## config.mk

```make
export PLATFORM = sky130hd
export DESIGN_NAME = alu_seq_exec
export DESIGN_NICKNAME = d
export VERILOG_FILES = /design/src/rtl/alu_seq_exec.sv
export SDC_FILE = /design/constraint.sdc
export NUM_CORES = 1
export LEC_CHECK = 0
export ABC_AREA = 1
export ABC_CLOCK_PERIOD_IN_PS = 3000
export CAP_MARGIN = 0
export CORE_ASPECT_RATIO = 1.4
export CORE_MARGIN = 4
export CORE_UTILIZATION = 60
export DETAILED_ROUTE_END_ITERATION = 8
export PLACE_DENSITY = 0.8
export SETUP_SLACK_MARGIN = 0.4
export SLEW_MARGIN = 20
export SYNTH_ARGS = -nofsm -noshare
export SYNTH_HDL_FRONTEND = slang
export SYNTH_SLANG_ARGS = --single-unit
```

## constraint.sdc

```tcl
create_clock -name clk -period 3 [get_ports clk]
set_clock_uncertainty 0.2 [all_clocks]
set_input_delay 0.75 -clock clk [delete_from_list [all_inputs] [get_ports clk]]
set_output_delay 0.75 -clock clk [all_outputs]
set_load 0.02 [all_outputs]
```

## src/rtl/alu_seq_exec.sv

```systemverilog
`default_nettype none
// +----------------------------------------------------------------------------+
// | Module   : alu_seq_exec                                                     |
// | Function : Execute unit with valid/ready on both sides. Logical, arithmetic |
// |            and compare ops finish in one edge. Shifts step one bit per edge |
// |            unless ALU_SEQ_BARREL_SHIFT_EN selects a one-edge barrel shifter.|
// | Revision : 1.0 - initial release                                            |
// +----------------------------------------------------------------------------+
module alu_seq_exec #(
  parameter int XLEN = 32,
  parameter int SHW  = $clog2(XLEN)
) (
  input  logic            clk,
  input  logic            rst_n,
  input  logic            flush,
  input  logic            in_valid,
  output logic            in_ready,
  input  logic [3:0]      alu_ctrl,
  input  logic [XLEN-1:0] op_a,
  input  logic [XLEN-1:0] op_b,
  output logic            out_valid,
  input  logic            out_ready,
  output logic [XLEN-1:0] result,
  output logic            zero,
  output logic            busy
);

  localparam logic [3:0] c_OR   = 4'b0000;
  localparam logic [3:0] c_SLL  = 4'b0001;
  localparam logic [3:0] c_ADD  = 4'b0010;
  localparam logic [3:0] c_SRL  = 4'b0011;
  localparam logic [3:0] c_XOR  = 4'b0100;
  localparam logic [3:0] c_SRA  = 4'b0101;
  localparam logic [3:0] c_SUB  = 4'b0110;
  localparam logic [3:0] c_SLT  = 4'b0111;
  localparam logic [3:0] c_SLTU = 4'b1000;
  localparam logic [3:0] c_AND  = 4'b1100;

  typedef enum logic [1:0] {
    S_IDLE  = 2'd0,
    S_SHIFT = 2'd1,
    S_DONE  = 2'd2
  } state_t;

  state_t          r_state;
  state_t          w_next;
  logic            w_accept;
  logic            w_iter_start;
  logic [SHW-1:0]  w_shamt;
  logic [XLEN-1:0] w_alu;
  logic [XLEN-1:0] r_result;
  logic            r_zero;

  assign w_shamt = op_b[SHW-1:0];

  // Single-edge datapath; in the iterative build a shift here only covers k=0.
  always_comb begin
    w_alu = '0;
    case (alu_ctrl)
      c_ADD:  w_alu = op_a + op_b;
      c_SUB:  w_alu = op_a - op_b;
      c_SLT:  w_alu = {{(XLEN-1){1'b0}}, ($signed(op_a) < $signed(op_b))};
      c_SLTU: w_alu = {{(XLEN-1){1'b0}}, (op_a < op_b)};
      c_XOR:  w_alu = op_a ^ op_b;
      c_OR:   w_alu = op_a | op_b;
      c_AND:  w_alu = op_a & op_b;
`ifdef ALU_SEQ_BARREL_SHIFT_EN
      c_SLL:  w_alu = op_a << w_shamt;
      c_SRL:  w_alu = op_a >> w_shamt;
      c_SRA:  w_alu = $unsigned($signed(op_a) >>> w_shamt);
`else
      c_SLL, c_SRL, c_SRA: w_alu = op_a;
`endif
      default: w_alu = '0;
    endcase
  end

`ifndef ALU_SEQ_BARREL_SHIFT_EN
  logic [SHW-1:0]  r_cnt;
  logic [XLEN-1:0] r_work;
  logic [3:0]      r_ctrl;
  logic [XLEN-1:0] w_step;
  logic            w_is_shift;
  logic            w_shift_done;

  assign w_is_shift   = (alu_ctrl == c_SLL) || (alu_ctrl == c_SRL) || (alu_ctrl == c_SRA);
  assign w_iter_start = w_accept && w_is_shift && (w_shamt != '0);
  assign w_shift_done = (r_state == S_SHIFT) && (r_cnt == SHW'(1)) && !flush;

  always_comb begin
    w_step = r_work;
    case (r_ctrl)
      c_SLL:   w_step = {r_work[XLEN-2:0], 1'b0};
      c_SRL:   w_step = {1'b0, r_work[XLEN-1:1]};
      default: w_step = {r_work[XLEN-1], r_work[XLEN-1:1]};
    endcase
  end

  always_ff @(posedge clk) begin
    if (!rst_n) begin
      r_cnt  <= '0;
      r_work <= '0;
      r_ctrl <= '0;
    end else if (flush) begin
      r_cnt <= '0;
    end else if (w_iter_start) begin
      r_work <= op_a;
      r_ctrl <= alu_ctrl;
      r_cnt  <= w_shamt;
    end else if (r_state == S_SHIFT) begin
      r_work <= w_step;
      r_cnt  <= r_cnt - SHW'(1);
    end
  end
`else
  assign w_iter_start = 1'b0;
`endif

  always_ff @(posedge clk) begin
    if (!rst_n) r_state <= S_IDLE;
    else        r_state <= w_next;
  end

  always_comb begin
    w_next   = r_state;
    w_accept = 1'b0;
    case (r_state)
      S_IDLE: begin
        if (in_valid) begin
          w_accept = 1'b1;
          w_next   = S_DONE;
`ifndef ALU_SEQ_BARREL_SHIFT_EN
          if (w_is_shift && (w_shamt != '0)) w_next = S_SHIFT;
`endif
        end
      end
`ifndef ALU_SEQ_BARREL_SHIFT_EN
      S_SHIFT: if (r_cnt == SHW'(1)) w_next = S_DONE;
`endif
      S_DONE:  if (out_ready) w_next = S_IDLE;
      default: w_next = S_IDLE;
    endcase
    // Flush outranks everything but reset, including a same-edge accept.
    if (flush) begin
      w_next   = S_IDLE;
      w_accept = 1'b0;
    end
  end

  // Result/zero only move on completion, so flush leaves the last value.
  always_ff @(posedge clk) begin
    if (!rst_n) begin
      r_result <= '0;
      r_zero   <= 1'b0;
    end else if (w_accept && !w_iter_start) begin
      r_result <= w_alu;
      r_zero   <= (w_alu == '0);
    end
`ifndef ALU_SEQ_BARREL_SHIFT_EN
    else if (w_shift_done) begin
      r_result <= w_step;
      r_zero   <= (w_step == '0);
    end
`endif
  end

  assign in_ready  = (r_state == S_IDLE);
  assign out_valid = (r_state == S_DONE);
  assign busy      = (r_state != S_IDLE);
  assign result    = r_result;
  assign zero      = r_zero;

endmodule
`default_nettype wire
```

==> flow_summary.ini, run 1 <==
[synthesis]
ys_seq_area_frac = 0.1397
synth_top_area_cell = nand2_1
avgSynthCellArea_um2 = 5.625
synthesis.nets = 2116
synthCells = 1936
yosysTopAreaCellShare = 0.1996
yosys_warnings = 0
ys_seq_elements = 76
yosysUniqueCellTypes = 48
syn-cell-area_um2 = 10890
ys_top_cells_by_area = nand2_1 20%, dfxtp_1 14%, inv_1 12%, ha_1 12%, nand3_1 7.7%

[global_routing]
grt_max_degree = 47
grt_pass1_wl_um = 140700
gr-total-overflow = 555
grt_usage = 0.8600
grt_pass1_vias = 22433

[clock_tree]
cts-hold-fix-buffers = 0
cts_made_buffers = 9
cts.sinks = 76
root_buffer = clkbuf_16
cts_buffer_depth = 2
h-tree-depth = 3

[placement]
place_ws_ns = -0.7779
dp_hpwl_um = 40160
place.gp.congestion = 1.143
dp.cells = 2587
numPortBuffers = 108

[die]
die_w_um = 121.9
die_h_um = 167.4
rows = 58
start_util = 0.6075
io_pins = 109

[status]
status = did not finish
haltStage = global routing
stop_error = [ERROR GRT-0116] Global routing finished with congestion. Check the congestion regions in the DRC Viewer.
[Yosys cell counts, drive strengths merged]
cell type	n
mux2i	5
nand3	173
o21bai	8
and3	2
a31oi	22
and2	4
nand2	592
buf	49
o2111ai	3
nor3	18
fa	2
or2	9
nor4	1
clkbuf	25
o22ai	59
ha	105
nand4	23
o21a	8
xor2	4
a21oi	79
a211oi	1
nor2	210
inv	375
clkinv	1
nand3b	2
dfxtp	76
a21o	2
o221ai	2
a311oi	1
a221oi	33
o21ai	42
[routing by layer]
metal,global-route usage,GRT overflow
met1,0.8195,11
met2,1.038,367
met3,0.7108,12
met4,0.9122,164
met5,0.3350,1
[what timing repair did]
action | CTS
cloned | 1
pin swaps | 183
endpoints found under the setup margin | 70
setup buffers | 66
resized for setup | 716
[through the flow]
stage	TNS (ns)	cell area (um^2)
global placement	-15.85	14940
CTS	0	17470
detailed placement	-21.01	14940
floorplan	0	11010
[cells by family after synthesis]
kind of cell | after synthesis | synth area share
and+or+nand+nor | 1034 | 0.4032
buffers and inverters | 450 | 0.1724
AOI/OAI and AO/OA | 260 | 0.1526
adders and majority gates | 107 | 0.1243
DFF | 76 | 0.1397
muxes | 5 | 0.004596
xor gates and xnor gates | 4 | 0.003217
==> run 2, diff against run 1 <==
--- a/config.mk
+++ b/config.mk
@@ -8,12 +8,10 @@
 export ABC_AREA = 1
 export ABC_CLOCK_PERIOD_IN_PS = 3000
 export CAP_MARGIN = 0
-export CORE_ASPECT_RATIO = 1.4
 export CORE_MARGIN = 4
-export CORE_UTILIZATION = 60
+export CORE_UTILIZATION = 40
 export DETAILED_ROUTE_END_ITERATION = 8
-export PLACE_DENSITY = 0.8
-export SETUP_SLACK_MARGIN = 0.4
+export PLACE_DENSITY_LB_ADDON = 0.15
 export SLEW_MARGIN = 20
 export SYNTH_ARGS = -nofsm -noshare
 export SYNTH_HDL_FRONTEND = slang
==> run 2 against run 1 <==
- the run now ends clean
- synthesized cell count stayed put
- area after synthesis stayed put
==> flow_summary.ini, run 2 <==
[detailed_routing]
vias_per_cell = 5.271
detail-route-antenna-nets = 0
drt_iter0_markers = 1391
routed_wl_um = 52460
wl_per_cell_um = 18.76
first_pass_iters = 5
via_count = 14743
drc = 0

[global_routing]
grt_antenna_before_repair = 0
grt_usage = 0.3305
grtUsageMet3 = 0.03476
grt_pass1_wl_um = 79090
gr-total-overflow = 0
grt_pass1_vias = 14395
top_usage_layer = met2
grt_max_degree = 66
met2_usage = 0.5614
met1_usage = 0.4108

[sta]
whs_ns = 0.2732
slew_viol_final = 0
fmax_ghz = 0.3390
finalCritPeriodShare = 0.9832
period_minus_slack_ns = 2.950
rsz0062_at_grt = true
hold_viol = 0
setup_viol = 0
worstMarginPinSlew_ns = 0.4916
relSlewSlack = 0.6723

[clock_tree]
clock_latency_ns = 0.34
cts_tree = done
cts_made_buffers = 9
h-tree-depth = 3
cts.sinks = 76
root_buffer = clkbuf_16
cts_buffer_depth = 2
path_clk_slew_ns = 0.06

[setup_path]
crit_path_max_fanout = 3
arrival_ns = 3.02
cp.required_ns = 3.07
cpLargestDelayFamily = simple AND/OR/NAND/NOR gates
cp_slowest_stage_delay_ns = 0.36
slowest_stage = fa_2
startpoint_type = primary input
r2r_start = r_ctrl[2]
startpoint = op_a[0]
path_buf_inv = 5
crit_chain = buf_4 > inv_4 > ha_4 > inv_2 > fa_2 > nand2_4 > nand2_4 > nand2_2 > inv_2 > buf_4 > nand2_4 > nand2_8 > nand2_4 > nand2_4 > nand2_4 > nand3_2 > nand3_2 > nand2_2 > nor2_2 > nand2_2 > nor2_4 > nand3_2 > a21oi_2
cpMostUsedCell = nand2_4
endpoint_kind = register
critPathKind = primary input to register

[layout]
diodes = 0
nNetsFinal = 2632
final_cell_mix = 440 x nand2_1, 428 x buf_4, 270 x inv_1
area_growth_pct = 66.02
final_common_cell = nand2_1
n_fill_cell = 2480
layout-drive-gt1-share = 0.4275

[synthesis]
synth_top_area_cell = nand2_1
ys_top_cells_by_area = nand2_1 20%, dfxtp_1 14%, inv_1 12%, ha_1 12%, nand3_1 7.7%
ys_seq_area_frac = 0.1397
avgSynthCellArea_um2 = 5.625
synth_common_cells = 579 x nand2_1, 360 x inv_1, 183 x nor2_1, 168 x nand3_1, 105 x ha_1
ys_seq_elements = 76
synth-edff-count = 0
synth.most_common_cell = nand2_1
syn-cell-area_um2 = 10890
synthesis.nets = 2116
synthCells = 1936
yosysUniqueCellTypes = 48
ys_async_sr_fraction = 0
yosys_warnings = 0
synth_flop_cell = dfxtp_1
yosysTopAreaCellShare = 0.1996

[die]
die_w_um = 173.0
die_h_um = 173.0
dieArea_um2 = 29930
rows = 60
start_util = 0.4052
coreArea_um2 = 26880
io_pins = 109

[pwr]
p_clk_frac = 0.221
p_int_mw = 3.057
leakagePower_nw = 9.141
power_frac_comb = 0.572
pwr-share-seq = 0.207
power_switching_share = 0.4053
switchingPower_mw = 2.083
ir_worst_vdd_mv = 0.2296
p_total_mw = 5.140
p_per_area_nw_per_um2 = 284.3

[worst_hold_path]
worstHoldPathType = register to register
worstHoldStart = result[1]

[placement]
dp_hpwl_um = 42340
numPortBuffers = 108
place.gp.congestion = 1.042

[status]
status = finished clean

[job]
maxCapViolations = 0
run 2: cell type report:
class / instances / area (um^2) / share of cell area
flip-flops and latches: 76 / 1521 / 0.08416
clock buffers: 10 / 229.0 / 0.01267
well taps: 341 / 426.7 / 0.02360
multi-input cells: 1410 / 9623 / 0.5323
inverters: 376 / 1428 / 0.07897
repair buffers: 579 / 4773 / 0.2640
clock inverters: 5 / 77.57 / 0.004291
run 2: logic make-up after synthesis:
kind of cell,count (synthesis),synth area share
AOI/OAI and AO/OA,260,0.1526
xor gates and xnor gates,4,0.003217
adders and majority gates,107,0.1243
buffers and inverters,450,0.1724
DFF,76,0.1397
muxes,5,0.004596
and+or+nand+nor,1034,0.4032
run 2: through the flow:
stage	area (um^2)	setup TNS (ns)	std cells	setup slack [ns]	util
detailed placement	15230	-27.10	2719	-1.053	0.5667
finish	18080	0	2797	0.05027	0.6727
floorplan	10890	0	1936	0.1387	-
CTS	17120	0	2771	0.0002984	0.6371
global placement	15230	-26.31	2719	-1.034	0.5667
global route	18080	-0.1497	2797	-0.06679	0.6727
run 2: per-layer routing:
layer	wire (um)	part of all wire
met1	21310	0.41
met2	24340	0.46
met3	3101	0.059
met4	3707	0.071
met5	0	0
run 2: worst register-to-register path, stage by stage, from the launching register on:
cell	delay [ns]
dfxtp_1	0.33
inv_1	0.05
nand3_2	0.12
nor2_4	0.05
inv_2	0.30
o21ai_0	0.23
nor2_1	0.26
nand3_1	0.11
nor4_1	0.45
nand3_1	0.14
nand2_1	0.09
inv_1	0.05
a21oi_2	0.12
run 2: what timing repair did:
item / in CTS / in global routing
gates resized for setup: 473 / 298
endpoints found under the setup margin: 29 / 17
cloned: 0 / 0
hold buffers: 0 / 0
buffers inserted: 37 / 26
pin swaps: 136 / 153
run 2: path summary, 6_finish.rpt:
check	end	cells after the start	slack, ns
min reg2reg	result[1]	2	0.27
max reg2reg	zero	12	0.43
min	result[1]	2	0.27
max	zero	23	0.05
run 2: power by group through the flow:
stage	clock (mW)	combinational (mW)	sequential, mW
3_5_place_dp	0	2.27	1.08
2_1_floorplan	0	1.10	1.10
4_1_cts	1.15	2.63	1.06
5_1_grt	1.19	3.14	1.07
6_report	1.14	2.94	1.06
3_3_place_gp	0	2.26	1.08
Power figures use the tool's default switching activity.
